### src/rtl/bank_pkg.sv
// Shared definitions for the bank port controller: default geometry and FSM state encoding.
package bank_pkg;

   localparam int unsigned BANK_ADDR_W = 10;
   localparam int unsigned BANK_BYTE_W = 8;

   localparam logic [2:0] ST_IDLE = 3'd0;
   localparam logic [2:0] ST_B0   = 3'd1;
   localparam logic [2:0] ST_B1   = 3'd2;
   localparam logic [2:0] ST_CAP  = 3'd3;
   localparam logic [2:0] ST_RSP  = 3'd4;

   typedef enum logic [2:0] {
      StIdle = ST_IDLE,
      StB0   = ST_B0,
      StB1   = ST_B1,
      StCap  = ST_CAP,
      StRsp  = ST_RSP
   } bank_state_e;

endpackage

### src/rtl/bank_port_ctrl.sv
// Initiator-side controller sequencing CPU byte/word load-store requests onto one bank RAM port.
// Optional macro BANK_PORT_ERR_EN: reject misaligned or wrapping word accesses with rsp_err.
module bank_port_ctrl
   import bank_pkg::*;
#(
   parameter int unsigned ADDR_W = BANK_ADDR_W,
   parameter int unsigned BYTE_W = BANK_BYTE_W
) (
   input  logic                  clk,
   input  logic                  rst_n,
   input  logic                  req_valid,
   output logic                  req_ready,
   input  logic                  req_we,
   input  logic                  req_word,
   input  logic [ADDR_W-1:0]     req_addr,
   input  logic [2*BYTE_W-1:0]   req_wdata,
   output logic                  rsp_valid,
   output logic [2*BYTE_W-1:0]   rsp_rdata,
   output logic                  rsp_err,
   output logic                  bank_we,
   output logic [ADDR_W-1:0]     bank_addr,
   output logic [BYTE_W-1:0]     bank_din,
   input  logic [BYTE_W-1:0]     bank_dout
);

   bank_state_e               state_q, state_d;
   logic                      req_ready_q, req_ready_d;
   logic                      rsp_valid_q, rsp_valid_d;
   logic [2*BYTE_W-1:0]       rsp_rdata_q, rsp_rdata_d;
   logic                      bank_we_q, bank_we_d;
   logic [ADDR_W-1:0]         bank_addr_q, bank_addr_d;
   logic [BYTE_W-1:0]         bank_din_q, bank_din_d;
   logic                      op_we_q, op_we_d;
   logic                      op_word_q, op_word_d;
   logic [BYTE_W-1:0]         wd_hi_q, wd_hi_d;
   logic [BYTE_W-1:0]         rd_lo_q, rd_lo_d;
   logic                      accept;
   logic                      word_err;

   assign accept = req_valid & req_ready_q;

`ifdef BANK_PORT_ERR_EN
   logic rsp_err_q, rsp_err_d;
   // Odd word addresses cover the top-of-bank wrap too; the explicit term documents it.
   assign word_err = req_word & (req_addr[0] | (&req_addr));
   assign rsp_err  = rsp_err_q;
`else
   assign word_err = 1'b0;
   assign rsp_err  = 1'b0;
`endif

   always_comb begin
      state_d     = state_q;
      rsp_valid_d = 1'b0;
      rsp_rdata_d = rsp_rdata_q;
      bank_we_d   = 1'b0;
      bank_addr_d = bank_addr_q;
      bank_din_d  = bank_din_q;
      op_we_d     = op_we_q;
      op_word_d   = op_word_q;
      wd_hi_d     = wd_hi_q;
      rd_lo_d     = rd_lo_q;
`ifdef BANK_PORT_ERR_EN
      rsp_err_d   = 1'b0;
`endif

      unique case (state_q)
         StIdle: begin
            if (accept) begin
               op_we_d   = req_we;
               op_word_d = req_word;
               wd_hi_d   = req_wdata[2*BYTE_W-1:BYTE_W];
               if (word_err) begin
                  state_d     = StRsp;
                  rsp_valid_d = 1'b1;
`ifdef BANK_PORT_ERR_EN
                  rsp_err_d   = 1'b1;
`endif
               end else begin
                  state_d     = StB0;
                  bank_we_d   = req_we;
                  bank_addr_d = req_addr;
                  if (req_we) begin
                     bank_din_d = req_wdata[BYTE_W-1:0];
                  end
               end
            end
         end
         StB0: begin
            if (op_word_q) begin
               state_d     = StB1;
               bank_we_d   = op_we_q;
               bank_addr_d = bank_addr_q + ADDR_W'(1);
               if (op_we_q) begin
                  bank_din_d = wd_hi_q;
               end
            end else if (op_we_q) begin
               state_d     = StRsp;
               rsp_valid_d = 1'b1;
            end else begin
               state_d = StCap;
            end
         end
         StB1: begin
            if (op_we_q) begin
               state_d     = StRsp;
               rsp_valid_d = 1'b1;
            end else begin
               // Bank returns the low byte now while the high byte address is being sampled.
               rd_lo_d = bank_dout;
               state_d = StCap;
            end
         end
         StCap: begin
            state_d     = StRsp;
            rsp_valid_d = 1'b1;
            if (op_word_q) begin
               rsp_rdata_d = {bank_dout, rd_lo_q};
            end else begin
               rsp_rdata_d = {{BYTE_W{1'b0}}, bank_dout};
            end
         end
         StRsp: begin
            state_d = StIdle;
         end
         default: begin
            state_d = StIdle;
         end
      endcase

      req_ready_d = (state_d == StIdle);
   end

   always_ff @(posedge clk or negedge rst_n) begin
      if (!rst_n) begin
         state_q     <= StIdle;
         req_ready_q <= 1'b1;
         rsp_valid_q <= 1'b0;
         rsp_rdata_q <= '0;
         bank_we_q   <= 1'b0;
         bank_addr_q <= '0;
         bank_din_q  <= '0;
         op_we_q     <= 1'b0;
         op_word_q   <= 1'b0;
         wd_hi_q     <= '0;
         rd_lo_q     <= '0;
`ifdef BANK_PORT_ERR_EN
         rsp_err_q   <= 1'b0;
`endif
      end else begin
         state_q     <= state_d;
         req_ready_q <= req_ready_d;
         rsp_valid_q <= rsp_valid_d;
         rsp_rdata_q <= rsp_rdata_d;
         bank_we_q   <= bank_we_d;
         bank_addr_q <= bank_addr_d;
         bank_din_q  <= bank_din_d;
         op_we_q     <= op_we_d;
         op_word_q   <= op_word_d;
         wd_hi_q     <= wd_hi_d;
         rd_lo_q     <= rd_lo_d;
`ifdef BANK_PORT_ERR_EN
         rsp_err_q   <= rsp_err_d;
`endif
      end
   end

   assign req_ready = req_ready_q;
   assign rsp_valid = rsp_valid_q;
   assign rsp_rdata = rsp_rdata_q;
   assign bank_we   = bank_we_q;
   assign bank_addr = bank_addr_q;
   assign bank_din  = bank_din_q;

endmodule

### config.mk
export PLATFORM = sky130hd
export DESIGN_NAME = bank_port_ctrl
export DESIGN_NICKNAME = d
export VERILOG_FILES = /design/src/rtl/bank_pkg.sv /design/src/rtl/bank_port_ctrl.sv
export SDC_FILE = /design/constraint.sdc
export NUM_CORES = 1
export LEC_CHECK = 0
export BUFFER_PORTS_ARGS = -buffer_cell sky130_fd_sc_hd__buf_2
export CELL_PAD_IN_SITES_DETAIL_PLACEMENT = 1
export CELL_PAD_IN_SITES_GLOBAL_PLACEMENT = 2
export CORE_AREA = 2 2 87 110
export DETAILED_ROUTE_END_ITERATION = 6
export DIE_AREA = 0 0 89 112
export PLACE_DENSITY_LB_ADDON = 0.15
export RECOVER_POWER = 50
export SLEW_MARGIN = 20
export SYNTH_ARGS = -nofsm -noshare
export SYNTH_HDL_FRONTEND = slang
export SYNTH_SLANG_ARGS = --single-unit
### constraint.sdc
create_clock -name clk -period 2.4 [get_ports clk]
set_clock_uncertainty 0.05 [all_clocks]
set_input_delay 0.48 -clock clk [delete_from_list [all_inputs] [get_ports clk]]
set_output_delay 0.48 -clock clk [all_outputs]
set_load 0.01 [all_outputs]
==> impl_metrics.yaml <==
outcome:
  outcome: "completed"
sta:
  rsz0062_at_grt: "no"
  finalCriticalPeriod_ns: 1.86
  maxSlewHeadroom: 0.302
  hold_viol: 0
  setup_violations: 0
  tightestPinTransition_ns: 1.05
  tns_ns: 0
  fmax_mhz: 537
  finalMaxSlewViolations: 0
  hold_slack_ns: 0.271
  period_share: 0.776
place:
  portBuffers: 75
  placed_cells: 447
  dp_hpwl_um: 4760
  gp_congestion: 0.733
detailed_routing:
  dr.first_iter.drc_count: 69
  post_drt_wl_per_cell_um: 14.3
  finalWirelength_um: 6590
  firstDrtPassIters: 4
  drt_drc_violations_left: 0
  viasPerCell: 4.69
  vias: 2167
  ant_nets: 0
synth:
  yosys_register_bits: 58
  yosys_warnings: 0
  synthArstFlopShare: 1.00
  syn_nets: 295
  synthTopCellsByArea: "dfrtp_1 54%, mux2_2 7.7%, nand2_1 7.7%"
  syn_area_um2: 2640
  synthFlopType: "dfrtp_1"
  synth_seq_area_share: 0.550
  synth_top_area_share: 0.540
  synth_edf_count: 0
  syn_area_per_cell_um2: 10.4
  ys_types: 38
  yosysTopAreaCell: "dfrtp_1"
  synthCells: 255
cts:
  clkLatencyLatePin_ns: 0.32
  cts_setup_buffers: 0
  clockBufferDepth: 2
  cts_resized: 0
  h-tree-depth: 3
  hold_buffers: 0
  cts_root_buf: "clkbuf_16"
  clk_pin_slew_ns: 0.05
  cts_buffers: 9
  cts_tree: "yes"
  cts.sinks: 58
critical_path:
  r2r_cells: 3
  start_kind: "flip-flop"
  cp-end-kind: "flip-flop"
  arrival_ns: 1.98
  worstPathMaxFanout: 17
  required_ns: 2.52
  path_class: "reg2reg"
floorplan:
  num_rows: 39
  die_h_um: 112
  die_x_um: 89
  io_pins: 77
  start_util: 0.294
  dieArea_um2: 9970
  fp.coreArea_um2: 8980
finish:
  nFillCells: 1109
  drive_above_1_share: 0.327
  n_antenna_cell: 0
  nets: 375
  final_cells: 462
  area_delta_synth_final_pct: 29.7
grt:
  antenna_found_initial: 0
  grt-ovfl-total: 0
  grt_max_degree: 33
  grt_pass1_vias: 2205
  grt_pass1_wl_um: 10900
  grt_usage: 0.143
power_and_ir_drop:
  ir_drop_v: 0.000479
  power.density_nw_per_um2: 1410
  leakage_nw: 1.53
flow_run:
  maxCapViolations: 0
hold_path:
  hold_path.class: "in2async"
metrics by stage:
step           utilization  total power [mW]  setup WS [ns]  area, um2
4_1_cts              0.386              4.98          0.506       3470
5_1_grt              0.382              5.26          0.284       3430
3_5_place_dp         0.354              3.72          0.510       3180
2_1_floorplan            -              3.03          0.661       2640
6_report             0.382              4.85          0.536       3430
3_3_place_gp         0.354              3.66          0.536       3180
kinds of logic (layout without fill, tap and decap cells):
group / count (synthesis) / count (layout) / synth area share
compound gates: 66 / 66 / 0.152
other cells: 1 / 1 / 0.00142
buf+inv: 20 / 104 / 0.0407
mux: 26 / 26 / 0.107
fa+ha+maj: 1 / 1 / 0.00473
flops: 58 / 58 / 0.550
simple gates: 83 / 83 / 0.144
layer usage:
| layer | track usage | vias up | part of all wire |
|---|---|---|---|
| met5 | 0 | - | 0 |
| met4 | 0.0627 | 0 | 0.021 |
| met3 | 0.0415 | 12 | 0.061 |
| met2 | 0.225 | 55 | 0.48 |
| met1 | 0.181 | 1050 | 0.43 |
| li1 | - | 1050 | - |
cell type report:
| cell class | count | area, um2 | area share |
|---|---|---|---|
| Inverter | 3 | 11.3 | 0.00329 |
| Clock inverter | 3 | 40.0 | 0.0117 |
| Multi-Input combinational cell | 177 | 1090 | 0.319 |
| Clock buffer | 12 | 246 | 0.0719 |
| Timing Repair Buffer | 86 | 430 | 0.126 |
| Sequential cell | 58 | 1450 | 0.424 |
| Tap cell | 123 | 154 | 0.0449 |
Yosys cell counts, types with 4 or more instances:
master and instances:
a31oi_1 8, o21ai_0 25, nor2_1 11, nand3_1 5
nand2_1 54, dfrtp_1 57, mux2i_1 8, clkbuf_1 6
mux2_2 18, buf_2 5, a21oi_1 19, o22ai_1 4
power by group:
group          internal [mW]  switching (mW)
logic                  0.812           0.982
registers               1.46           0.362
clock network          0.821           0.412
state kept, by name (all words and copies together), names as in the netlist:
register / flops
bank_we: 1
req_ready: 1
rd_lo_q: 8
rsp_valid: 1
wd_hi_q: 8
op_we_q: 1
state_q: 3
bank_addr: 10
rsp_rdata: 16
bank_din: 8
op_word_q: 1
path summary, 6_finish.rpt:
check / endpoint / slack (ns) / start
min in group clk: wd_hi_q[4] / 0.34 / req_wdata[12]
max in group asynchronous: wd_hi_q[7] / 0.78 / rst_n
setup reg to reg: bank_din[6] / 0.54 / state_q[0]
setup / recovery: bank_din[6] / 0.54 / state_q[0]
hold reg to reg: rsp_rdata[12] / 0.42 / rsp_rdata[12]
hold / removal: bank_addr[9] / 0.27 / rst_n
worst max-delay path: stages, from the launching register on:
cell and delay (ns):
dfrtp_1 0.49, or3_4 0.43, o32ai_4 0.57, a31oi_2 0.16
layout by cell type (no fill, tap or decap), types with 2 or more instances in the layout:
cell type	count
nor2_1	11
clkinv_2	2
a31oi_1	8
clkbuf_16	9
o32ai_1	3
nand2_1	54
o31ai_1	2
clkbuf_1	20
nand3_1	5
o22ai_1	4
mux2_2	18
dfrtp_1	57
mux2i_1	8
o21ai_0	25
a21oi_1	19
or2_2	2
buf_4	9
buf_2	58
inv_1	3
Power figures use the tool's default switching activity.
